===== src/rtl/equation_game_fsm.sv =====
`default_nettype none
// ============================================================================
//  Module   : equation_game_fsm
//  Purpose  : Game-rules stage after the collision controller. Tracks the
//             running equation value, the pending operator and the lives
//             count, and runs the IDLE/PLAY/DYING/WIN/OVER state machine.
//  Revision : 1.0 - initial release
// ============================================================================
module equation_game_fsm #(
  parameter int NUMBERS      = 3,
  parameter int LIVES_INIT   = 3,
  parameter int DEATH_FRAMES = 45
) (
  input  logic                   clk_i,
  input  logic                   resetN_i,
  input  logic                   startOfFrame_i,
  input  logic                   startGame_i,
  input  logic [NUMBERS-1:0]     numberHit_i,
  input  logic [NUMBERS*4-1:0]   numberValues_i,
  input  logic [1:0]             operandHit_i,
  input  logic                   waterCollision_i,
  input  logic [7:0]             targetValue_i,
  output logic [7:0]             accValue_o,
  output logic [1:0]             pendingOp_o,
  output logic [1:0]             lives_o,
  output logic [2:0]             gameState_o,
  output logic                   respawnPulse_o,
  output logic                   winPulse_o,
  output logic                   gameOver_o
);

  typedef enum logic [2:0] {
    ST_IDLE  = 3'd0,
    ST_PLAY  = 3'd1,
    ST_DYING = 3'd2,
    ST_WIN   = 3'd3,
    ST_OVER  = 3'd4
  } state_t;

  localparam logic [1:0] c_OP_NONE = 2'b00;
  localparam logic [1:0] c_OP_ADD  = 2'b01;
  localparam logic [1:0] c_OP_SUB  = 2'b10;

  localparam logic [1:0] c_LIVES_RST = LIVES_INIT[1:0];

  // Frame counter runs 0..DEATH_FRAMES-1 while dying.
  localparam int               c_CNT_W    = (DEATH_FRAMES > 1) ? $clog2(DEATH_FRAMES) : 1;
  localparam logic [c_CNT_W-1:0] c_CNT_LAST = c_CNT_W'(DEATH_FRAMES - 1);

  state_t               state_q, state_d;
  logic [7:0]           acc_q, acc_d;
  logic [1:0]           op_q, op_d;
  logic [1:0]           lives_q, lives_d;
  logic [c_CNT_W-1:0]   cnt_q, cnt_d;
  logic                 taken_q, taken_d;
  logic                 respawn_q, respawn_d;
  logic                 win_q, win_d;
  logic                 over_q, over_d;

  logic                 hit_found;
  logic [3:0]           hit_val;
  logic [8:0]           sum9;
  logic [7:0]           add_sat;
  logic [7:0]           sub_flr;

  // Pick the lowest-indexed number hit; higher simultaneous hits are dropped.
  always_comb begin
    hit_found = 1'b0;
    hit_val   = 4'd0;
    for (int i = 0; i < NUMBERS; i++) begin
      if (numberHit_i[i] && !hit_found) begin
        hit_found = 1'b1;
        hit_val   = numberValues_i[i*4 +: 4];
      end
    end
  end

  // Saturating add and flooring subtract of the selected digit.
  always_comb begin
    sum9    = {1'b0, acc_q} + {5'd0, hit_val};
    add_sat = sum9[8] ? 8'hFF : sum9[7:0];
    sub_flr = ({4'd0, hit_val} > acc_q) ? 8'd0 : (acc_q - {4'd0, hit_val});
  end

  // Next-state and next-output logic of the game state machine.
  always_comb begin
    state_d   = state_q;
    acc_d     = acc_q;
    op_d      = op_q;
    lives_d   = lives_q;
    cnt_d     = cnt_q;
    taken_d   = taken_q;
    respawn_d = 1'b0;
    win_d     = 1'b0;

    case (state_q)
      ST_IDLE: begin
        acc_d   = 8'd0;
        op_d    = c_OP_NONE;
        lives_d = c_LIVES_RST;
        taken_d = 1'b0;
        cnt_d   = '0;
        if (startGame_i) state_d = ST_PLAY;
      end

      ST_PLAY: begin
        if (waterCollision_i) begin
          // Leaving PLAY immediately makes this a single decrement.
          state_d = ST_DYING;
          lives_d = lives_q - 2'd1;
        end else begin
          if (hit_found) begin
            case (op_q)
              c_OP_ADD: acc_d = add_sat;
              c_OP_SUB: acc_d = sub_flr;
              default:  acc_d = {4'd0, hit_val};
            endcase
            op_d    = c_OP_NONE;
            taken_d = 1'b1;
          end
          // Operand latched after the number consumed the old operator.
          if (operandHit_i[0])      op_d = c_OP_ADD;
          else if (operandHit_i[1]) op_d = c_OP_SUB;
          // Win uses registered values, so it lags the matching update by a cycle.
          if (taken_q && (acc_q == targetValue_i)) begin
            state_d = ST_WIN;
            win_d   = 1'b1;
          end
        end
      end

      ST_DYING: begin
        if (startOfFrame_i) begin
          if (cnt_q == c_CNT_LAST) begin
            cnt_d = '0;
            if (lives_q == 2'd0) begin
              state_d = ST_OVER;
            end else begin
              state_d   = ST_PLAY;
              respawn_d = 1'b1;
              acc_d     = 8'd0;
              op_d      = c_OP_NONE;
              taken_d   = 1'b0;
            end
          end else begin
            cnt_d = cnt_q + 1'b1;
          end
        end
      end

      ST_WIN: begin
        if (startGame_i) begin
          state_d = ST_PLAY;
          acc_d   = 8'd0;
          op_d    = c_OP_NONE;
          taken_d = 1'b0;
        end
      end

      ST_OVER: begin
        if (startGame_i) begin
          state_d = ST_IDLE;
          lives_d = c_LIVES_RST;
          acc_d   = 8'd0;
          op_d    = c_OP_NONE;
          taken_d = 1'b0;
        end
      end

      default: begin
        state_d = ST_IDLE;
      end
    endcase

    over_d = (state_d == ST_OVER);
  end

  // State and registered-output update with asynchronous reset.
  always_ff @(posedge clk_i or negedge resetN_i) begin
    if (!resetN_i) begin
      state_q   <= ST_IDLE;
      acc_q     <= 8'd0;
      op_q      <= c_OP_NONE;
      lives_q   <= c_LIVES_RST;
      cnt_q     <= '0;
      taken_q   <= 1'b0;
      respawn_q <= 1'b0;
      win_q     <= 1'b0;
      over_q    <= 1'b0;
    end else begin
      state_q   <= state_d;
      acc_q     <= acc_d;
      op_q      <= op_d;
      lives_q   <= lives_d;
      cnt_q     <= cnt_d;
      taken_q   <= taken_d;
      respawn_q <= respawn_d;
      win_q     <= win_d;
      over_q    <= over_d;
    end
  end

  assign accValue_o     = acc_q;
  assign pendingOp_o    = op_q;
  assign lives_o        = lives_q;
  assign gameState_o    = state_q;
  assign respawnPulse_o = respawn_q;
  assign winPulse_o     = win_q;
  assign gameOver_o     = over_q;

endmodule
`default_nettype wire

===== config.mk =====
export PLATFORM = sky130hd
export DESIGN_NAME = equation_game_fsm
export DESIGN_NICKNAME = d
export VERILOG_FILES = /design/src/rtl/equation_game_fsm.sv
export SDC_FILE = /design/constraint.sdc
export NUM_CORES = 1
export LEC_CHECK = 0
export CAP_MARGIN = 20
export CORE_ASPECT_RATIO = 1.2
export CORE_UTILIZATION = 55
export CTS_CLUSTER_DIAMETER = 30
export DETAILED_ROUTE_END_ITERATION = 16
export PLACE_DENSITY = 0.86
export SYNTH_ARGS = -nofsm -noshare
export SYNTH_HDL_FRONTEND = slang
export SYNTH_SLANG_ARGS = --single-unit

===== constraint.sdc =====
create_clock -name clk_i -period 5.05 [get_ports clk_i]
set_input_delay 0.505 -clock clk_i [delete_from_list [all_inputs] [get_ports clk_i]]
set_output_delay 0.505 -clock clk_i [all_outputs]
set_load 0.02 [all_outputs]

### Word-level counts from Yosys, hierarchy flattened

Index checks and enable logic that the tools add are counted.

* output and inout port bits: 18
* word-level logic and storage cells: 101
* register bits after elaboration: 25

* add/subtract/negate cells: 4
* reduce and logical (&&, ||, !) cells: 16
* eq/ne operators: 18
* order comparisons: 1
* mux-type cells: 53

Operators by type and width (number)
* 8-bit two-way mux: 8
* 8-bit one-hot mux with 4 select lines: 1
* 3-bit two-way mux: 7
* 2-bit two-way mux: 10
* 1-bit two-way mux: 16
* 8-bit one-hot mux with 2 select lines: 1
* 2-bit inequality test (second input constant): 7
* 7-bit AND reduction: 2
* 4-bit two-way mux: 3
* 6-bit two-way mux: 2
* 3-bit one-hot mux with 4 select lines: 1
* 6-bit one-hot mux with 2 select lines: 1
* 8-bit by 4-bit adder with 9-bit output: 1
* 8-bit equality test: 1
* 4-bit by 8-bit greater-than comparator with 1-bit output: 1
* 2-bit one-hot mux with 4 select lines: 1
* 8-bit by 4-bit subtractor with 8-bit output: 1
* 6-bit by 1-bit adder with 6-bit output (second input constant): 1
* 3-bit by 2-bit equality test with 1-bit output (second input constant): 2
* 3-bit equality test (second input constant): 2
* 6-bit equality test (second input constant): 1
* 2-bit one-hot mux with 3 select lines: 1
* 4-bit inequality test (second input constant): 1
* 1-bit one-hot mux with 4 select lines: 1
* 15 further kinds: 19

### Logic depth before layout (Yosys ltp)

Gate-level depths: netlist of run 1.

* depth in word-level cells: 13
* depth in mapped cells: 11
* gate-level depth less buffers: 11

### Worst setup path after synthesis of run 1

Ideal clock, no wire load.

* path kind: in2reg
* from: input port numberHit_i[2]
* to: register acc_q[4] (netlist: accValue_o[4])
* stages on the path: 11
* setup time: 0.121 ns
* path slack: 2.241 ns
* path buffers: 0
* arrival: 2.688 ns
* cells stage by stage: nor2b_1 -> a22oi_1 -> o21ai_0 -> ha_1 -> inv_1 -> fa_1 -> nand2b_1 -> o2bb2ai_1 -> mux2_2 -> a211o_1 -> a22o_1

* longest elaborated chain between the ends: 8

Ends and longest elaborated chain
* start, declared: line 18 `input logic [NUMBERS-1:0] numberHit_i,`
* 1-bit logical AND *: line 71 `if (numberHit_i[i] && !hit_found) begin`
* 4-bit two-way mux: line 71
* 8-bit by 4-bit subtractor with 8-bit output (tied with other cells): line 82 `sub_flr = ({4'd0, hit_val} > acc_q) ? 8'd0 : (acc_q - {4'd0, hit_val});`
* 8-bit two-way mux (on tied branches): line 82, 81
* 8-bit one-hot mux with 2 select lines: line 113 `case (op_q)`
* 8-bit two-way mux: line 112 `if (hit_found) begin`
* 8-bit two-way mux: line 107 `if (waterCollision_i) begin`
* 8-bit one-hot mux with 4 select lines: line 96 `case (state_q)`
* end signal, assigned: line 182 `acc_q <= 8'd0;`
* end signal, assigned: line 192 `acc_q <= acc_d;`
* end, declared: line 51 `logic [7:0] acc_q, acc_d;`

Mark *: on every way between the ends. The rest lies on a longest branch, timed or not. The select of a mux whose other input is x is not followed.
A chain may end at the register's enable or synchronous reset.

### Worst setup path after layout of run 1

* from: input port numberHit_i[1]
* to: register acc_q[4] (netlist: accValue_o[4])

* longest elaborated chain between the ends: 11

Ends and longest elaborated chain (line)
* 1-bit logical AND *: 71
* 1-bit two-way mux: 71
* 1-bit logical NOT: 71
* 1-bit logical AND: 71
* 4-bit two-way mux: 71
* 8-bit by 4-bit subtractor with 8-bit output (tied with other cells): 82
* 8-bit two-way mux (on tied branches): 82, 81
* 8-bit one-hot mux with 2 select lines: 113
* 8-bit two-way mux: 112
* 8-bit two-way mux: 107
* 8-bit one-hot mux with 4 select lines: 96

Marks and branches as above.

==> metrics.md, run 1 <==
| Metric | Value |
|---|---|
| Number of slew-limit violations in the final report | 0 |
| Count of antenna-violating nets left after detailed routing | 0 |
| Min-delay worst type | reg -> reg |
| Buf+Inv Stages, Crit Path | 2 |
| Internal power contribution | 0.575 mW |
| Die Y-Extent | 70.5 um |
| Worst slew margin relative to its limit | 62.7% |
| Via Count | 1997 |
| Sequential fraction of design power | 29.8% |
| Most frequent cells in the layout | clkdlybuf4s50_1 (47), dfrtp_1 (23), inv_1 (20), o21ai_0 (20), nor2_1 (18) |
| Buffers added on ports | 47 |
| Final Critical Period | 3.37 ns |
| Post-synthesis instance area | 2150 um2 |
| Synth Net Count | 294 |
| Fraction of final layout cells with drive strength greater than 1 | 6.25% |
| Maximum fanout along the worst path | 8 |
| Delay contributed by the slowest stage of the critical path | 0.52 ns |
| First-pass GRT wire length | 8.83 mm |
| Initial antenna violation count | 0 |
| Logic gate share of total power | 59.0% |
| Fmax | 297 MHz |
| Crit path max-delay family | compound AO/OA/AOI/OAI gates |
| Number of core rows | 24 |
| Final wirelength | 5.27 mm |
| Number of hold-slack violations in the final timing report | 0 |
| Routed WL per cell | 15.5 um |
| Power density relative to cell area | 398 nW/um2 |
| Clock transition at the register clock pins on the worst setup and hold paths after CTS | 0.09 ns |
| Largest area contributor in the netlist | dfrtp_1 |
| Bufs on Longest Clock Path | 2 |
| RSZ-0062 raised after global routing | no |
| Category of the worst setup path launch point | input port |
| Clock tree from TritonCTS | done |
| Switching power | 0.494 mW |
| Commonest non-fill, non-tap cell in the layout | clkdlybuf4s50_1 |
| Number of buffers created by CTS | 3 |
| Number of synthesized flops with an enable pin | 0 |
| Post-synth cell types | 63 |
| Inst Count DP | 336 |
| Top_reg_cell synth | dfrtp_1 |
| Transition time at the pin with the least slew margin | 0.556 ns |
| Asr flop ratio synth | 100% |
| GR Overflow Total | 0 |
| Leak Pwr | 1.12 nW |
| Average vias per placed instance | 5.87 |
| Hold bufs inserted after CTS | 0 |
| Worst IR drop on VDD | 246 uV |
| Syn_area_per_cell | 8.71 um2 |
| Width of the die | 59.1 um |
| Outcome | finished, final reports clean |
| Number of setup violations in the final report | 0 |
| Non-filler instance count after layout | 340 |
| Vias in the first global route | 1882 |
| Number of buffers inserted to repair setup after CTS | 0 |
| Type of destination of the critical path | flop |
| Post-Route Skew | 0.00255 ns |
| Cell at the root of the clock tree | clkbuf_8 |
| Length of the first detailed-routing pass in iterations | 4 |
| Area of the placeable core | 3690 um2 |
| Number of gates resized after cts | 0 |
| Die Outline Area | 4170 um2 |
| Synth top area share | 26.7% |
| Arrival time of data at the critical path endpoint | 3.53 ns |
| Number of warnings issued by yosys | 0 |
| Final layout net count | 336 |
| Gate Count Post-Synth | 247 |
| DRC violation count after routing | 0 |
| DRC marker count from the first detailed-route iteration | 123 |
| GRT Util Overall | 27.3% |
| Gp weighted congestion | 0.885 |
| Initial core utilization | 58.3% |
| Final-layout setup total negative slack | 0 ns |
| N_diodes | 0 |
| Top Ports | 48 |
| Sw frac | 46.2% |
| Critical path required time | 5.21 ns |
| Type of the worst setup path | in -> reg |
| Layout Area Growth over Synthesis | 24.6% |
| Yosys reg bits | 25 |
| Part of the cycle the worst path needs | 66.7% |
| H-tree depth reported by CTS | 1 |
| Largest net degree at the start of global routing | 26 |
| Master of the slowest instance on the critical path | clkdlybuf4s50_1 |
| Clock network fraction of design power | 11.2% |
| Number of clock sinks | 25 |
| Cell-by-cell trace of the critical path | clkdlybuf4s50_1, nor2b_1, a22oi_1, o21ai_0, ha_1, inv_1, fa_1, nand2b_1, o2bb2ai_1, mux2_2, a211o_1, a22o_1 |
| Top cells by area, synth | dfrtp_1 (27%), ha_1 (8.7%), o21ai_0 (4.7%) |
| Max-Cap Viols | 0 |
| Sequential element share of the synthesized area | 29.2% |
| HPWL Detailed | 4.11 mm |
| Insertion delay to the later sink of the worst-skew pair | 0.27 ns |
[metal layers]
metal	part of all wire, %	wire length (um)	GRT usage [%]
met3	2.6	139	2.04
met5	0	0	0
met2	53	2820	49.5
met4	1.1	59	7.14
met1	43	2250	34.1
[flip-flops by register name, indices dropped and copies added, names as in the netlist]
register,count
gameOver_o,1
taken_q,1
cnt_q,6
winPulse_o,1
respawnPulse_o,1
pendingOp_o,2
gameState_o,3
lives_o,2
accValue_o,8
[layout make-up]
class,count,area (um2)
inverter,20,75.1
clock buffer,4,45.0
fill,288,1010
sequential,25,628
tap,52,65.1
multi-input combinational,191,1390
timing repair buffer,48,478
[worst reg2reg max path: stages, from the launching register on]
cell and delay (ns):
dfrtp_1 0.46, ha_1 0.21, inv_1 0.06, fa_1 0.37, nand2b_1 0.21, o2bb2ai_1 0.18
mux2_2 0.29, a211o_1 0.29, a22o_1 0.20
[stage by stage]
step / cell area (um2) / hold slack (ns) / total power, mW / util, % / setup WS [ns]
6_report: 2680 / 0.489 / 1.07 / 72.6 / 1.68
5_1_grt: 2680 / 0.508 / 1.15 / 72.6 / 1.50
4_1_cts: 2680 / 0.489 / 1.07 / 72.6 / 1.71
3_5_place_dp: 2640 / 0.477 / 0.944 / 71.4 / 1.43
3_3_place_gp: 2640 / 0.471 / 0.928 / 71.4 / 1.55
2_1_floorplan: 2150 / 0.209 / 0.758 / - / 2.24
[kinds of logic (layout without fill, tap and decap cells)]
| family | Yosys count | in the layout | synth area share (%) |
|---|---|---|---|
| AOI/OAI and AO/OA | 81 | 81 | 28.9 |
| muxes | 2 | 2 | 0.988 |
| buffers and inverters | 31 | 72 | 6.22 |
| adders and majority gates | 17 | 17 | 10.6 |
| DFF | 25 | 25 | 29.2 |
| and+or+nand+nor | 81 | 81 | 20.1 |
| xor gates and xnor gates | 10 | 10 | 4.07 |
[power groups by stage]
stage / logic (mW) / registers (mW) / clock network [mW]
final: 0.630 / 0.318 / 0.120
after global routing: 0.692 / 0.328 / 0.129
after CTS: 0.629 / 0.318 / 0.121
after global placement: 0.610 / 0.317 / 0
after detailed placement: 0.624 / 0.320 / 0
after floorplan: 0.431 / 0.327 / 0
[cells in the mapped netlist (all sizes together), types with 3 or more instances]
master,n
nor2,18
o31ai,3
buf,5
ha,15
nor4,3
nor3,7
xor2,7
and2,3
nor2b,3
inv,20
nand2,17
dfrtp,23
nand3,10
xnor2,3
a32o,5
clkbuf,6
o211ai,6
nor3b,4
a21oi,10
a31oi,3
a221o,3
o21ai,22
nand2b,8
[path summary, 6_finish.rpt]
kind / to / slack (ns) / cells past startpoint / startpoint
min reg2reg: cnt_q[5] / 0.49 / 1 / cnt_q[5]
min: cnt_q[5] / 0.49 / 1 / cnt_q[5]
max reg2reg: accValue_o[4] / 2.68 / 8 / accValue_o[0]
max in group asynchronous: lives_o[1] / 4.15 / 2 / resetN_i
min in group asynchronous: cnt_q[5] / 0.60 / 2 / resetN_i
max: accValue_o[4] / 1.68 / 12 / numberHit_i[1]
No activity file was read; power rests on OpenSTA's default activity.
==> run 2, diff against run 1 <==
CORE_UTILIZATION = 46   (was 55)
PLACE_DENSITY = 0.77   (was 0.86)
clock period = 2.85 ns   (was 5.05 ns; I/O delays follow)
==> metrics.md, run 2 (synthesized netlist as in run 1, its figures left out) <==
| Metric | Value |
|---|---|
| Number of slew-limit violations in the final report | 0 |
| Arrival time of data at the critical path endpoint | 2.96 ns |
| Type of the worst setup path | in -> reg |
| Master of the slowest instance on the critical path | clkdlybuf4s50_1 |
| Final Critical Period | 2.78 ns |
| First-pass GRT wire length | 9.51 mm |
| Worst IR drop on VDD | 408 uV |
| Number of core rows | 26 |
| Inst Count DP | 361 |
| Width of the die | 64.4 um |
| HPWL Detailed | 4.43 mm |
| Min-delay worst type | in -> async |
| Gp weighted congestion | 0.912 |
| Final setup slack of the worst path | 0.0653 ns |
| Clock transition at the register clock pins on the worst setup and hold paths after CTS | 0.09 ns |
| Most frequent cells in the layout | clkdlybuf4s50_1 (46), dfrtp_1 (23), buf_4 (22) |
| Leak Pwr | 1.24 nW |
| Category of the worst setup path launch point | input port |
| Clock tree from TritonCTS | done |
| Vias in the first global route | 2107 |
| Critical path required time | 3.02 ns |
| Cell at the root of the clock tree | clkbuf_8 |
| Count of antenna-violating nets left after detailed routing | 0 |
| Via Count | 2109 |
| Number of buffers created by CTS | 3 |
| Die Y-Extent | 76.9 um |
| DRC violation count after routing | 0 |
| Post-Route Skew | 0.00418 ns |
| Area of the placeable core | 4360 um2 |
| H-tree depth reported by CTS | 1 |
| Top Ports | 48 |
| Initial core utilization | 49.4% |
| Commonest non-fill, non-tap cell in the layout | clkdlybuf4s50_1 |
| Final wirelength | 5.68 mm |
| GR Overflow Total | 0 |
| Number of clock sinks | 25 |
| Number of setup violations in the final report | 0 |
| Fraction of final layout cells with drive strength greater than 1 | 16.2% |
| Number of hold-slack violations in the final timing report | 0 |
| Largest net degree at the start of global routing | 26 |
| Average vias per placed instance | 5.78 |
| Initial antenna violation count | 0 |
| Final-layout setup total negative slack | 0 ns |
| Cell-by-cell trace of the critical path | clkdlybuf4s50_1, nor2b_4, a22oi_2, o21ai_2, ha_2, inv_1, fa_2, nand2b_1, o2bb2ai_2, mux2_2, a211o_1, a22o_1 |
| Pre-CTS WS | -0.384 ns |
| Buffers added on ports | 47 |
| Die Outline Area | 4960 um2 |
| Final layout net count | 357 |
| Type of destination of the critical path | flop |
| Worst slew margin relative to its limit | 62.7% |
| Largest register FFs | 8 |
| Layout Area Growth over Synthesis | 34.4% |
| Length of the first detailed-routing pass in iterations | 4 |
| Outcome | finished, final reports clean |
| DRC marker count from the first detailed-route iteration | 105 |
| Routed WL per cell | 15.6 um |
| Non-filler instance count after layout | 365 |
| Bufs on Longest Clock Path | 2 |
| Maximum fanout along the worst path | 2 |
| Transition time at the pin with the least slew margin | 0.557 ns |
| Delay contributed by the slowest stage of the critical path | 0.50 ns |
| Area after DPL | 2800 um2 |
| Fmax | 359 MHz |
| N_diodes | 0 |
| Max-Cap Viols | 0 |
| Part of the cycle the worst path needs | 97.7% |
| GRT Util Overall | 24.2% |
| Insertion delay to the later sink of the worst-skew pair | 0.28 ns |
| Fin area | 2890 um2 |
| Power density relative to cell area | 693 nW/um2 |
run 2: layout make-up:
| class | count | area, um2 |
|---|---|---|
| fill | 367 | 1470 |
| timing repair buffer | 69 | 638 |
| sequential | 25 | 628 |
| clock inverter | 1 | 5.00 |
| clock buffer | 3 | 41.3 |
| multi-input combinational | 191 | 1440 |
| tap | 56 | 70.1 |
| inverter | 20 | 75.1 |
run 2: final timing paths:
path | endpoint | slack [ns] | cells after the start | from
worst max-delay path | accValue_o[4] | 0.07 | 12 | numberHit_i[2]
worst min-delay path | cnt_q[0] | 0.36 | 2 | resetN_i
worst max register to register | accValue_o[4] | 0.55 | 8 | accValue_o[0]
worst min register to register | cnt_q[5] | 0.51 | 1 | cnt_q[5]
max in group asynchronous | lives_o[1] | 2.19 | 2 | resetN_i
min in group clk_i | cnt_q[5] | 0.51 | 1 | cnt_q[5]
run 2: worst max-delay path: cells and delay by family:
family                   cells  cell delay [ns]
AND/OR/NAND/NOR              2             0.36
AO/OA/AOI/OAI                5             0.89
multiplexers                 1             0.27
adder cells (fa/ha/maj)      2             0.57
buffers and inverters        2             0.57
run 2: power breakdown:
| group | switching (mW) | total [mW] | internal, mW |
|---|---|---|---|
| sequential | 0.125 | 0.561 | 0.436 |
| combinational | 0.663 | 1.23 | 0.563 |
| clock | 0.119 | 0.218 | 0.0982 |
| total | 0.908 | 2.00 | 1.10 |
run 2: timing repair:
item | in CTS | in global routing
buffers inserted | 0 | 0
endpoints found under the setup margin | 2 | 8
hold buffers | 0 | 0
pin swaps | 0 | 1
gates resized for setup | 2 | 12
run 2: metrics by stage:
step	utilization [%]	hold slack [ns]	power (mW)
6_report	66.4	0.363	2.00
3_5_place_dp	64.2	0.492	1.76
4_1_cts	65.3	0.381	1.98
3_3_place_gp	64.2	0.472	1.73
2_1_floorplan	-	-0.0106	1.34
5_1_grt	66.4	0.383	2.16
run 2: routing by layer:
metal	share of wire (%)	global-route usage, %	vias up
met4	2.4	12.0	0
met5	0	0	-
met3	2.8	3.72	13
met2	53	42.2	55
met1	42	28.2	1015
li1	-	-	1026
